**src/rtl/key_scanner.sv**
```systemverilog
// Keypad front end for the calculator core: scans a 4x4 active-low matrix plus a CLEAR key,
// synchronises and debounces them, and emits one single-cycle {op, num} keystroke per press.
module key_scanner #(
  parameter int SCAN_HOLD = 4,
  parameter int DEBOUNCE  = 4
) (
  input  logic        clk,
  input  logic        rst_b,
  input  logic [3:0]  row_in,
  input  logic        clr_n,
  output logic [3:0]  col_out,
  output logic [11:0] key_out,
  output logic        key_held
);

  localparam int CNT_MAX = (SCAN_HOLD > DEBOUNCE) ? SCAN_HOLD : DEBOUNCE;
  localparam int CW      = $clog2(CNT_MAX + 1);

  localparam logic [CW-1:0] HOLD_LAST = CW'(SCAN_HOLD - 1);
  localparam logic [CW-1:0] DB_LAST   = CW'(DEBOUNCE - 1);

  localparam logic [11:0] WORD_NONE  = 12'h000;
  localparam logic [11:0] WORD_CLEAR = 12'h800;

  localparam logic [1:0] ST_SCAN     = 2'd0;
  localparam logic [1:0] ST_DEBOUNCE = 2'd1;
  localparam logic [1:0] ST_EMIT     = 2'd2;
  localparam logic [1:0] ST_WAIT     = 2'd3;

  logic [3:0]    row_s1;
  logic [3:0]    row_s2;
  logic          clr_s1;
  logic          clr_s2;

  logic [1:0]    state;
  logic [1:0]    col_idx;
  logic [CW-1:0] hold_cnt;
  logic [CW-1:0] db_cnt;
  logic [3:0]    row_pat;
  logic [1:0]    row_idx;

  logic [CW-1:0] clr_cnt;
  logic          clr_armed;
  logic          clr_fire;

  logic [3:0]    row_low;
  logic          one_low;
  logic [1:0]    low_idx;
  logic [3:0]    key_idx;
  logic [11:0]   key_word;

  always_ff @(posedge clk or negedge rst_b) begin
    if (!rst_b) begin
      row_s1 <= 4'hF;
      row_s2 <= 4'hF;
      clr_s1 <= 1'b1;
      clr_s2 <= 1'b1;
    end else begin
      row_s1 <= row_in;
      row_s2 <= row_s1;
      clr_s1 <= clr_n;
      clr_s2 <= clr_s1;
    end
  end

  // Exactly one low row is a clean single press; anything more is a ghost or chord.
  assign row_low = ~row_s2;
  assign one_low = (row_low != 4'd0) && ((row_low & (row_low - 4'd1)) == 4'd0);

  always_comb begin
    low_idx = 2'd0;
    case (row_low)
      4'b0010: low_idx = 2'd1;
      4'b0100: low_idx = 2'd2;
      4'b1000: low_idx = 2'd3;
      default: low_idx = 2'd0;
    endcase
  end

  assign key_idx  = {row_idx, col_idx};
  assign key_word = (key_idx < 4'd10) ? {4'h1, 4'h0, key_idx} : {key_idx - 4'd8, 8'h00};

  assign col_out = ~(4'b0001 << col_idx);

  always_ff @(posedge clk or negedge rst_b) begin
    if (!rst_b) begin
      state    <= ST_SCAN;
      col_idx  <= 2'd0;
      hold_cnt <= '0;
      db_cnt   <= '0;
      row_pat  <= 4'hF;
      row_idx  <= 2'd0;
      key_held <= 1'b0;
    end else begin
      case (state)
        ST_SCAN: begin
          if (hold_cnt == HOLD_LAST) begin
            hold_cnt <= '0;
            if (one_low) begin
              row_pat <= row_s2;
              row_idx <= low_idx;
              db_cnt  <= '0;
              state   <= ST_DEBOUNCE;
            end else begin
              col_idx <= col_idx + 2'd1;
            end
          end else begin
            hold_cnt <= hold_cnt + 1'b1;
          end
        end
        ST_DEBOUNCE: begin
          if (row_s2 == row_pat) begin
            if (db_cnt == DB_LAST) begin
              db_cnt <= '0;
              state  <= ST_EMIT;
            end else begin
              db_cnt <= db_cnt + 1'b1;
            end
          end else begin
            db_cnt   <= '0;
            hold_cnt <= '0;
            col_idx  <= col_idx + 2'd1;
            state    <= ST_SCAN;
          end
        end
        ST_EMIT: begin
          key_held <= 1'b1;
          db_cnt   <= '0;
          state    <= ST_WAIT;
        end
        default: begin
          // Only the latched row matters on release; other keys in the column are ignored.
          if (row_s2[row_idx]) begin
            if (db_cnt == DB_LAST) begin
              db_cnt   <= '0;
              hold_cnt <= '0;
              key_held <= 1'b0;
              col_idx  <= col_idx + 2'd1;
              state    <= ST_SCAN;
            end else begin
              db_cnt <= db_cnt + 1'b1;
            end
          end else begin
            db_cnt <= '0;
          end
        end
      endcase
    end
  end

  assign clr_fire = clr_armed && !clr_s2 && (clr_cnt == DB_LAST);

  always_ff @(posedge clk or negedge rst_b) begin
    if (!rst_b) begin
      clr_cnt   <= '0;
      clr_armed <= 1'b1;
    end else if (clr_armed) begin
      if (clr_s2) begin
        clr_cnt <= '0;
      end else if (clr_cnt == DB_LAST) begin
        clr_cnt   <= '0;
        clr_armed <= 1'b0;
      end else begin
        clr_cnt <= clr_cnt + 1'b1;
      end
    end else begin
      if (!clr_s2) begin
        clr_cnt <= '0;
      end else if (clr_cnt == DB_LAST) begin
        clr_cnt   <= '0;
        clr_armed <= 1'b1;
      end else begin
        clr_cnt <= clr_cnt + 1'b1;
      end
    end
  end

  // CLEAR wins a same-cycle collision; the matrix key is consumed and never re-emitted.
  always_ff @(posedge clk or negedge rst_b) begin
    if (!rst_b) begin
      key_out <= WORD_NONE;
    end else if (clr_fire) begin
      key_out <= WORD_CLEAR;
    end else if (state == ST_EMIT) begin
      key_out <= key_word;
    end else begin
      key_out <= WORD_NONE;
    end
  end

endmodule

```
**config.mk**
```make
export PLATFORM = sky130hd
export DESIGN_NAME = key_scanner
export DESIGN_NICKNAME = d
export VERILOG_FILES = /design/src/rtl/key_scanner.sv
export SDC_FILE = /design/constraint.sdc
export NUM_CORES = 1
export LEC_CHECK = 0
export BUFFER_PORTS_ARGS = -buffer_cell sky130_fd_sc_hd__clkbuf_2
export CORE_ASPECT_RATIO = 1.25
export CORE_MARGIN = 5
export CORE_UTILIZATION = 56
export DETAILED_ROUTE_END_ITERATION = 16
export PLACE_DENSITY = 0.84
export REMOVE_ABC_BUFFERS = 1
export SYNTH_ARGS = -nofsm -noshare
export SYNTH_HDL_FRONTEND = slang
export SYNTH_SLANG_ARGS = --single-unit
```
**constraint.sdc**
```tcl
create_clock -name clk -period 2.6 [get_ports clk]
set_input_delay 0.39 -clock clk [delete_from_list [all_inputs] [get_ports clk]]
set_output_delay 0.39 -clock clk [all_outputs]
set_load 0.01 [all_outputs]
```
Word-level counts from Yosys, hierarchy flattened --
Cells that the tools add are included.
Operators by class: $add $sub $neg 6, magnitude comparators 2, equal/unequal tests 14, shifts and indexed selects 1, mux-type cells 42, bitwise logic cells 5, reductions and logical operators 20
Operator list (count):
- two-way mux 3 bit | 13
- two-way mux 12 bit | 3
- two-way mux 2 bit | 11
- one-hot mux 2 bit (3 select lines) | 3
- one-hot mux 3 bit (3 select lines) | 2
- nonzero test 4 bit | 3
- adder 3 x 1 -> 3 bit, second input constant | 3
- == test 3 x 2 -> 1 bit, second input constant | 3
- two-way mux 1 bit | 8
- inequality test 2 bit, second input constant | 4
- inverter 4 bit | 2
- AND reduction 3 bit | 2
- AND reduction 6 bit | 1
- nonzero test 3 bit | 2
- AND reduction 5 bit | 1
- bitwise AND 4 bit | 1
- == test 4 x 2 -> 1 bit, second input constant | 1
- == test 4 x 3 -> 1 bit, second input constant | 1
- == test 4 bit | 1
- == test 4 bit, second input constant | 1
- logical NOT 4 bit | 1
- < comparator 4 bit, second input constant | 1
- AND reduction 4 bit | 1
- nonzero test 2 bit | 2
- other kinds (16) | 19
Storage, ports and cells: register bits after elaboration 43, input bits 7, output and inout port bits 17, word-level logic and storage cells 104

Longest topological paths before layout --
Gate-level depths: netlist of the first run.
depth in word-level cells 8, depth in mapped cells 6, gate-level depth less buffers 6

Least setup slack after synthesis of the first run --
OpenSTA, ideal clock, no wires.
path type register -> register, start point register row_s2[3], end point register col_idx[1], arrival 1738 ps, data required time 2475 ps, slack 737 ps, stages on the path, launching flop included 7, buffers on the path 1, clock period less this slack 1863 ps, cell sequence dfstp_2 > buf_6 > inv_2 > a222oi_1 > a31o_4 > nand2b_4 > mux2_4
On the way: longest elaborated chain between the ends 7, elaborated cells on any way between the ends 13, those cells by class add/sub: 1; eq/ne: 3; mux: 2; bitwise: 2; reduce/logical: 5
Ends and longest elaborated chain:
- from (decl) | line 31 | logic [3:0] row_s2;
- from (signal assigned) | line 60 | row_s2 <= row_s1;
- inverter 4 bit | line 67 | assign row_low = ~row_s2;
- subtractor 4 x 1 -> 4 bit | line 68 | assign one_low = (row_low != 4'd0) && ((row_low & (row_low - 4'd1)) == 4'd0);
- bitwise AND 4 bit | line 68
- logical NOT 4 bit | line 68
- logical AND 1 bit | line 68
- inequality test 2 bit (no line)
- AND reduction 6 bit (no line) (*)
- to (signal assigned) | line 105 | col_idx <= col_idx + 2'd1;
- to (signal assigned) | line 122 | col_idx <= col_idx + 2'd1;
- to (signal assigned) | line 138 | col_idx <= col_idx + 2'd1;
- to (decl) | line 36 | logic [1:0] col_idx;
Mark *: on every way between the ends. The rest lies on a longest branch, timed or not. The select of a mux whose other input is x is not followed. A chain may end at the register's enable or synchronous reset.

Final worst setup path of the first run --
Ends and elaborated chain as after synthesis.

==> results of run 1 <==
-- through the flow --
stage / power, mW / setup WS (ns) / utilization / std cells
after floorplan: 1.27 / 0.760 / - / 135
after detailed placement: 1.42 / 0.598 / 0.613 / 190
after global placement: 1.37 / 0.694 / 0.613 / 190
after CTS: 1.72 / 0.569 / 0.631 / 198
after global routing: 1.83 / 0.500 / 0.631 / 198
final: 1.69 / 0.587 / 0.631 / 198
-- metal layers --
metal / vias up / share of wire
met2: 25 / 0.54
met5: - / 0
li1: 515 / -
met3: 7 / 0.059
met1: 546 / 0.38
met4: 0 / 0.026
-- flip-flops by register name, indices dropped and copies added, names as in the netlist, named ones only --
name,cells
key_out,8
row_pat,4
row_s1,4
row_s2,4
clr_cnt,3
db_cnt,3
hold_cnt,3
col_idx,2
row_idx,2
state,2
clr_s1,1
clr_s2,1
key_held,1
-- cell usage in the layout (no fill, tap or decap), types with 2 or more instances in the layout --
| master | count |
|---|---|
| nor2b_1 | 3 |
| conb_1 | 4 |
| clkbuf_2 | 19 |
| mux2_2 | 4 |
| dfrtp_1 | 24 |
| inv_1 | 9 |
| nor3_1 | 5 |
| nand3_1 | 4 |
| o21a_1 | 3 |
| clkbuf_4 | 5 |
| xnor2_1 | 4 |
| nor2_1 | 3 |
| o21ai_0 | 6 |
| nand4b_1 | 3 |
| nand2_1 | 10 |
| xor2_1 | 2 |
| a22o_1 | 2 |
| dfstp_2 | 15 |
| ha_1 | 7 |
| nor3b_1 | 3 |
| nand2b_1 | 3 |
-- layout make-up --
class,instances,area [µm²],share of cell area
sequential,39,995,0.525
multi-input combinational,86,667,0.352
timing repair buffer,19,95.1,0.0502
tap,36,45.0,0.0238
clock buffer,6,41.3,0.0218
inverter,10,37.5,0.0198
clock inverter,2,12.5,0.00661
-- worst min-delay path by stage --
stage / from / to / cells after the start
finish: clr_n / clr_s1$_DFF_PN1_ / 1
global route: clr_n / clr_s1$_DFF_PN1_ / 1
CTS: clr_n / clr_s1$_DFF_PN1_ / 1
global placement: row_s1[0]$_DFF_PN1_ / row_s2[0]$_DFF_PN1_ / 0
detailed placement: row_s1[1]$_DFF_PN1_ / row_s2[1]$_DFF_PN1_ / 0
floorplan: rst_b / clr_cnt[0]$_DFF_PN0_ / 0
-- worst max-delay path, cell delays in order, from the launching register on --
cell      delay (ns)
dfstp_2         0.64
inv_2           0.07
a222oi_1        0.52
a31o_4          0.27
nand2b_4        0.13
mux2_4          0.29
-- cells in the mapped netlist (2+ instances only) --
library cell	n	area [µm²]
dfrtp_1	24	601
nor3_1	5	25.0
dfstp_2	15	394
inv_1	9	33.8
xor2_1	2	17.5
xnor2_1	4	35.0
buf_6	3	33.8
o21ai_0	6	30.0
buf_4	5	37.5
ha_1	7	87.6
nor3b_1	3	22.5
nand2b_1	3	18.8
o21a_1	3	22.5
mux2_2	4	45.0
a22o_1	2	17.5
nand3_1	4	20.0
nand4b_1	3	26.3
nor2_1	3	11.3
nor2b_1	3	18.8
nand2_1	10	37.5
-- report_power, final --
part / internal (mW) / switching, mW
registers: 0.764 / 0.138
logic: 0.247 / 0.249
clock network: 0.104 / 0.190
-- cell families after synthesis --
kind of cell / after synthesis / share of synthesized area
muxes: 6 / 0.0468
other: 1 / 0.00213
DFF: 39 / 0.564
xor gates and xnor gates: 6 / 0.0298
AOI/OAI and AO/OA: 22 / 0.106
adders and majority gates: 7 / 0.0496
buffers and inverters: 19 / 0.0645
and+or+nand+nor: 41 / 0.137
==> key figures, run 1 <==
Status
  • Status: finished clean

Synth
  • Post-synthesis instance area: 1760 µm²
  • Ys async rst share: 1.00
  • Post-synth EDFFs: 0
  • Ys flop type: dfrtp_1
  • Syn Inst Count: 141
  • Post-synthesis sequential area ratio: 0.564
  • Yosys reg bits: 39
  • Syn_area_per_cell: 12.5 µm²
  • Post-synthesis cell type count: 43
  • Yosys warnings: 0

Routing
  • Residual DRC count: 0
  • ANT nets after route: 0
  • First drt pass iteration count: 4
  • Via density: 5.52
  • Drt wl/cell: 14.5 µm
  • Via count: 1093
  • Routed wire length: 2870 µm
  • 1st-iter DRT viols: 21

Finish
  • Filler cells: 237
  • Layout cell share with drive strength beyond 1: 0.352
  • Design Area, Final: 1890 µm²
  • NumNets Final: 175
  • Area Growth Syn to Fin: 7.31%
  • # diodes: 0

Place
  • DP HPWL: 2140 µm
  • Placer congestion estimate: 0.771
  • PortBufs: 19
  • Cell Area, Placed: 1840 µm²

CTS
  • H-tree depth: 2
  • Setup bufs post-CTS: 0
  • Post-CTS Hold Fix Bufs: 0
  • # resized after CTS: 0
  • Clock buffer depth: 2
  • Worst-skew pair later-pin latency: 0.35 ns
  • Root buffer cell: clkbuf_4
  • CTS clock-pin slew for the worst setup and hold paths: 0.11 ns
  • CTS tree: done
  • Sink Count: 39
  • Num CTS Buffers: 5

Floorplan
  • Ports: 24
  • Core Footprint: 3000 µm²
  • Die Ht: 72.8 µm
  • Die width: 60.2 µm
  • Std-Cell Rows: 22
  • Die footprint: 4380 µm²
  • Starting Density: 0.588

Min path
  • Worst min-delay path class: in -> reg

Setup path
  • WS Path Type: reg -> reg
  • Startpoint Class: flip-flop
  • Worst setup path startpoint: row_s2[3]$_DFF_PN1_
  • Critical path fanouts, max: 7
  • Required time of the critical path: 2.84 ns
  • Worst reg2reg path endpoint: col_idx[1]$_DFFE_PN0P_
  • Crit path arrival time: 2.26 ns
  • Register-to-register setup slack: 0.59 ns
  • Register-to-Register Path Depth: 5
  • Critical Path End Type: flip-flop
  • R2r startpoint: row_s2[3]$_DFF_PN1_
  • CP endpoint: col_idx[1]$_DFFE_PN0P_

Global route
  • First-pass GRT wire length: 4940 µm
  • Met1 usage: 0.162
  • Gr ovfl total: 0
  • Met3 Track Usage GR: 0.0531
  • Vias in the first global route: 1127
  • M2 GR Usage: 0.275
  • Grt peak-use layer: met2
  • Largest net degree at the start of global routing: 40
  • Initial antenna violation count: 0
  • GRT Util Overall: 0.159

Timing
  • Period minus WS final: 2.01 ns
  • Worst slew pin tran: 0.900 ns
  • Hold Slack: 0.113 ns
  • Fin. Hold Viols: 0
  • Final setup fails: 0
  • Fin. max-slew vios: 0
  • Setup TNS: 0 ns
  • Clk_skew: 0.00939 ns
  • Max Freq: 497 MHz
  • Slew margin rel.: 0.400
  • Final period util: 0.774
  • RSZ-0062 raised after global routing: no

Power
  • Worst ir drop on vdd: 0.626 mV
  • P_leak: 0.905 nW
  • Power Dens Cells: 894 nW/µm²

Run
  • Max Cap Violations: 0
(Power assumes the default switching activity.)
==> inputs of run 2 (changes only) <==
Clock period 2.6 ns to 2 ns, I/O delays scaled along.
==> key figures, run 2 (synthesized netlist as in run 1, its figures left out) <==
Finish
  • Design Area, Final: 2010 µm²
  • Most frequent cells in the layout: dfrtp_1 (24), clkbuf_2 (19), dfstp_2 (15)
  • Filler cells: 228
  • Layout cell share with drive strength beyond 1: 0.371
  • NumNets Final: 188
  • # diodes: 0
  • Most common cell after layout, fill and taps aside: dfrtp_1
  • Reg with most FFs: key_out
  • Finished Core Util: 0.670
  • Largest register FFs: 8
  • Area Growth Syn to Fin: 14.0%

Global route
  • GRT Util Overall: 0.168
  • Largest net degree at the start of global routing: 40
  • Vias in the first global route: 1178
  • Gr ovfl total: 0
  • Met1 usage: 0.195
  • Initial antenna violation count: 0
  • First-pass GRT wire length: 5310 µm
  • M2 GR Usage: 0.273
  • Grt peak-use layer: met2
  • Met3 Track Usage GR: 0.0602

Routing
  • 1st-iter DRT viols: 43
  • Via count: 1152
  • ANT nets after route: 0
  • Residual DRC count: 0
  • Drt wl/cell: 14.7 µm
  • First drt pass iteration count: 6
  • Via density: 5.46
  • Routed wire length: 3100 µm

Min path
  • WHS Path Cells: 0
  • Hold path start: row_s1[0]$_DFF_PN1_
  • Worst min-delay path class: reg -> reg
  • Worst hold path endpoint: row_s2[0]$_DFF_PN1_

CTS
  • Sink Count: 39
  • CTS tree: done
  • CTS clock-pin slew for the worst setup and hold paths: 0.11 ns
  • Root buffer cell: clkbuf_4
  • Clock buffer depth: 2
  • H-tree depth: 2
  • Num CTS Buffers: 5
  • Worst-skew pair later-pin latency: 0.35 ns

Place
  • Placer congestion estimate: 0.791
  • DP HPWL: 2270 µm
  • Cell Area, Placed: 1880 µm²
  • PortBufs: 19

Timing
  • Final period util: 0.962
  • Final setup fails: 0
  • Period minus WS final: 1.92 ns
  • Max Freq: 520 MHz
  • Clk_skew: 0.0139 ns
  • Fin. max-slew vios: 0
  • Fin. Hold Viols: 0

Setup path
  • Register-to-Register Path Depth: 6
  • R2r startpoint: row_s2[3]$_DFF_PN1_
  • WS Path Type: reg -> reg
  • Critical path fanouts, max: 7
  • Critical Path End Type: flip-flop
  • Worst reg2reg path endpoint: col_idx[1]$_DFFE_PN0P_
  • Startpoint Class: flip-flop
  • Register-to-register setup slack: 0.08 ns
  • Required time of the critical path: 2.24 ns
  • Crit path arrival time: 2.17 ns
  • Worst setup path startpoint: row_s2[3]$_DFF_PN1_

Floorplan
  • Std-Cell Rows: 22
  • Die width: 60.2 µm
  • Ports: 24
  • Core Footprint: 3000 µm²
  • Starting Density: 0.588
  • Die footprint: 4380 µm²
  • Die Ht: 72.8 µm

Power
  • Worst ir drop on vdd: 0.783 mV
  • Power Dens Cells: 1140 nW/µm²
  • P_leak: 0.964 nW

Run
  • Max Cap Violations: 0

Status
  • Status: finished clean
## run 2: cell count changes in the layout (fill, tap and decap cells not counted)
| cell | delta |
|---|---|
| buf_4 | +7 |
| dlygate4sd3_1 | +6 |
| nor3_1 | -1 |
| nor3_2 | +1 |
## run 2: per-stage QoR
step	total power, mW	std cells	hold slack [ns]	setup slack [ns]	setup TNS (ns)
after floorplan	1.65	135	0.00441	0.160	0
after global routing	2.50	211	0.373	-0.0229	-0.0229
final	2.30	211	0.363	0.0756	0
after detailed placement	1.93	196	0.347	0.143	0
after CTS	2.32	205	0.00965	0.101	0
after global placement	1.85	196	0.345	0.177	0
## run 2: layout make-up
type                            count  area (µm²)  share of cell area
Timing Repair Buffer               32         208               0.103
Multi-Input combinational cell     86         672               0.334
Sequential cell                    39         995               0.495
Clock buffer                        6        41.3              0.0205
Inverter                           10        37.5              0.0187
Clock inverter                      2        12.5             0.00622
Tap cell                           36        45.0              0.0224
## run 2: power by group
| part | switching [mW] | leakage [nW] | internal [mW] |
|---|---|---|---|
| sequential | 0.148 | 0.481 | 0.994 |
| clock | 0.249 | 0.0282 | 0.136 |
| combinational | 0.388 | 0.454 | 0.385 |
## run 2: worst max-delay path by stage
stage | slack [ns] | endpoint | cells past startpoint
CTS | 0.10 | col_idx[1]$_DFFE_PN0P_ | 6
detailed placement | 0.14 | col_idx[1]$_DFFE_PN0P_ | 6
global route | -0.02 | state[0]$_DFFE_PN0P_ | 6
floorplan | 0.16 | col_idx[1]$_DFFE_PN0P_ | 5
global placement | 0.18 | col_idx[1]$_DFFE_PN0P_ | 6
finish | 0.08 | col_idx[1]$_DFFE_PN0P_ | 6
## run 2: repair_timing
| item | CTS | global route |
|---|---|---|
| hold buffers | 1 | 5 |
| setup endpoints to repair | 0 | 2 |
| resized for setup | 0 | 1 |
| buffers inserted | 0 | 1 |
| hold endpoints to repair | 19 | 5 |
## run 2: routing by layer
metal,vias up,share of wire
li1,542,-
met1,570,0.37
met2,35,0.55
met3,5,0.067
met4,0,0.016
met5,-,0
## run 2: worst max-delay path, stage by stage, from the launching register on
cell and delay [ns]:
dfstp_2 0.63, inv_2 0.06, a222oi_1 0.36, buf_4 0.19, a31o_4 0.16, nand2b_4 0.13
mux2_4 0.29
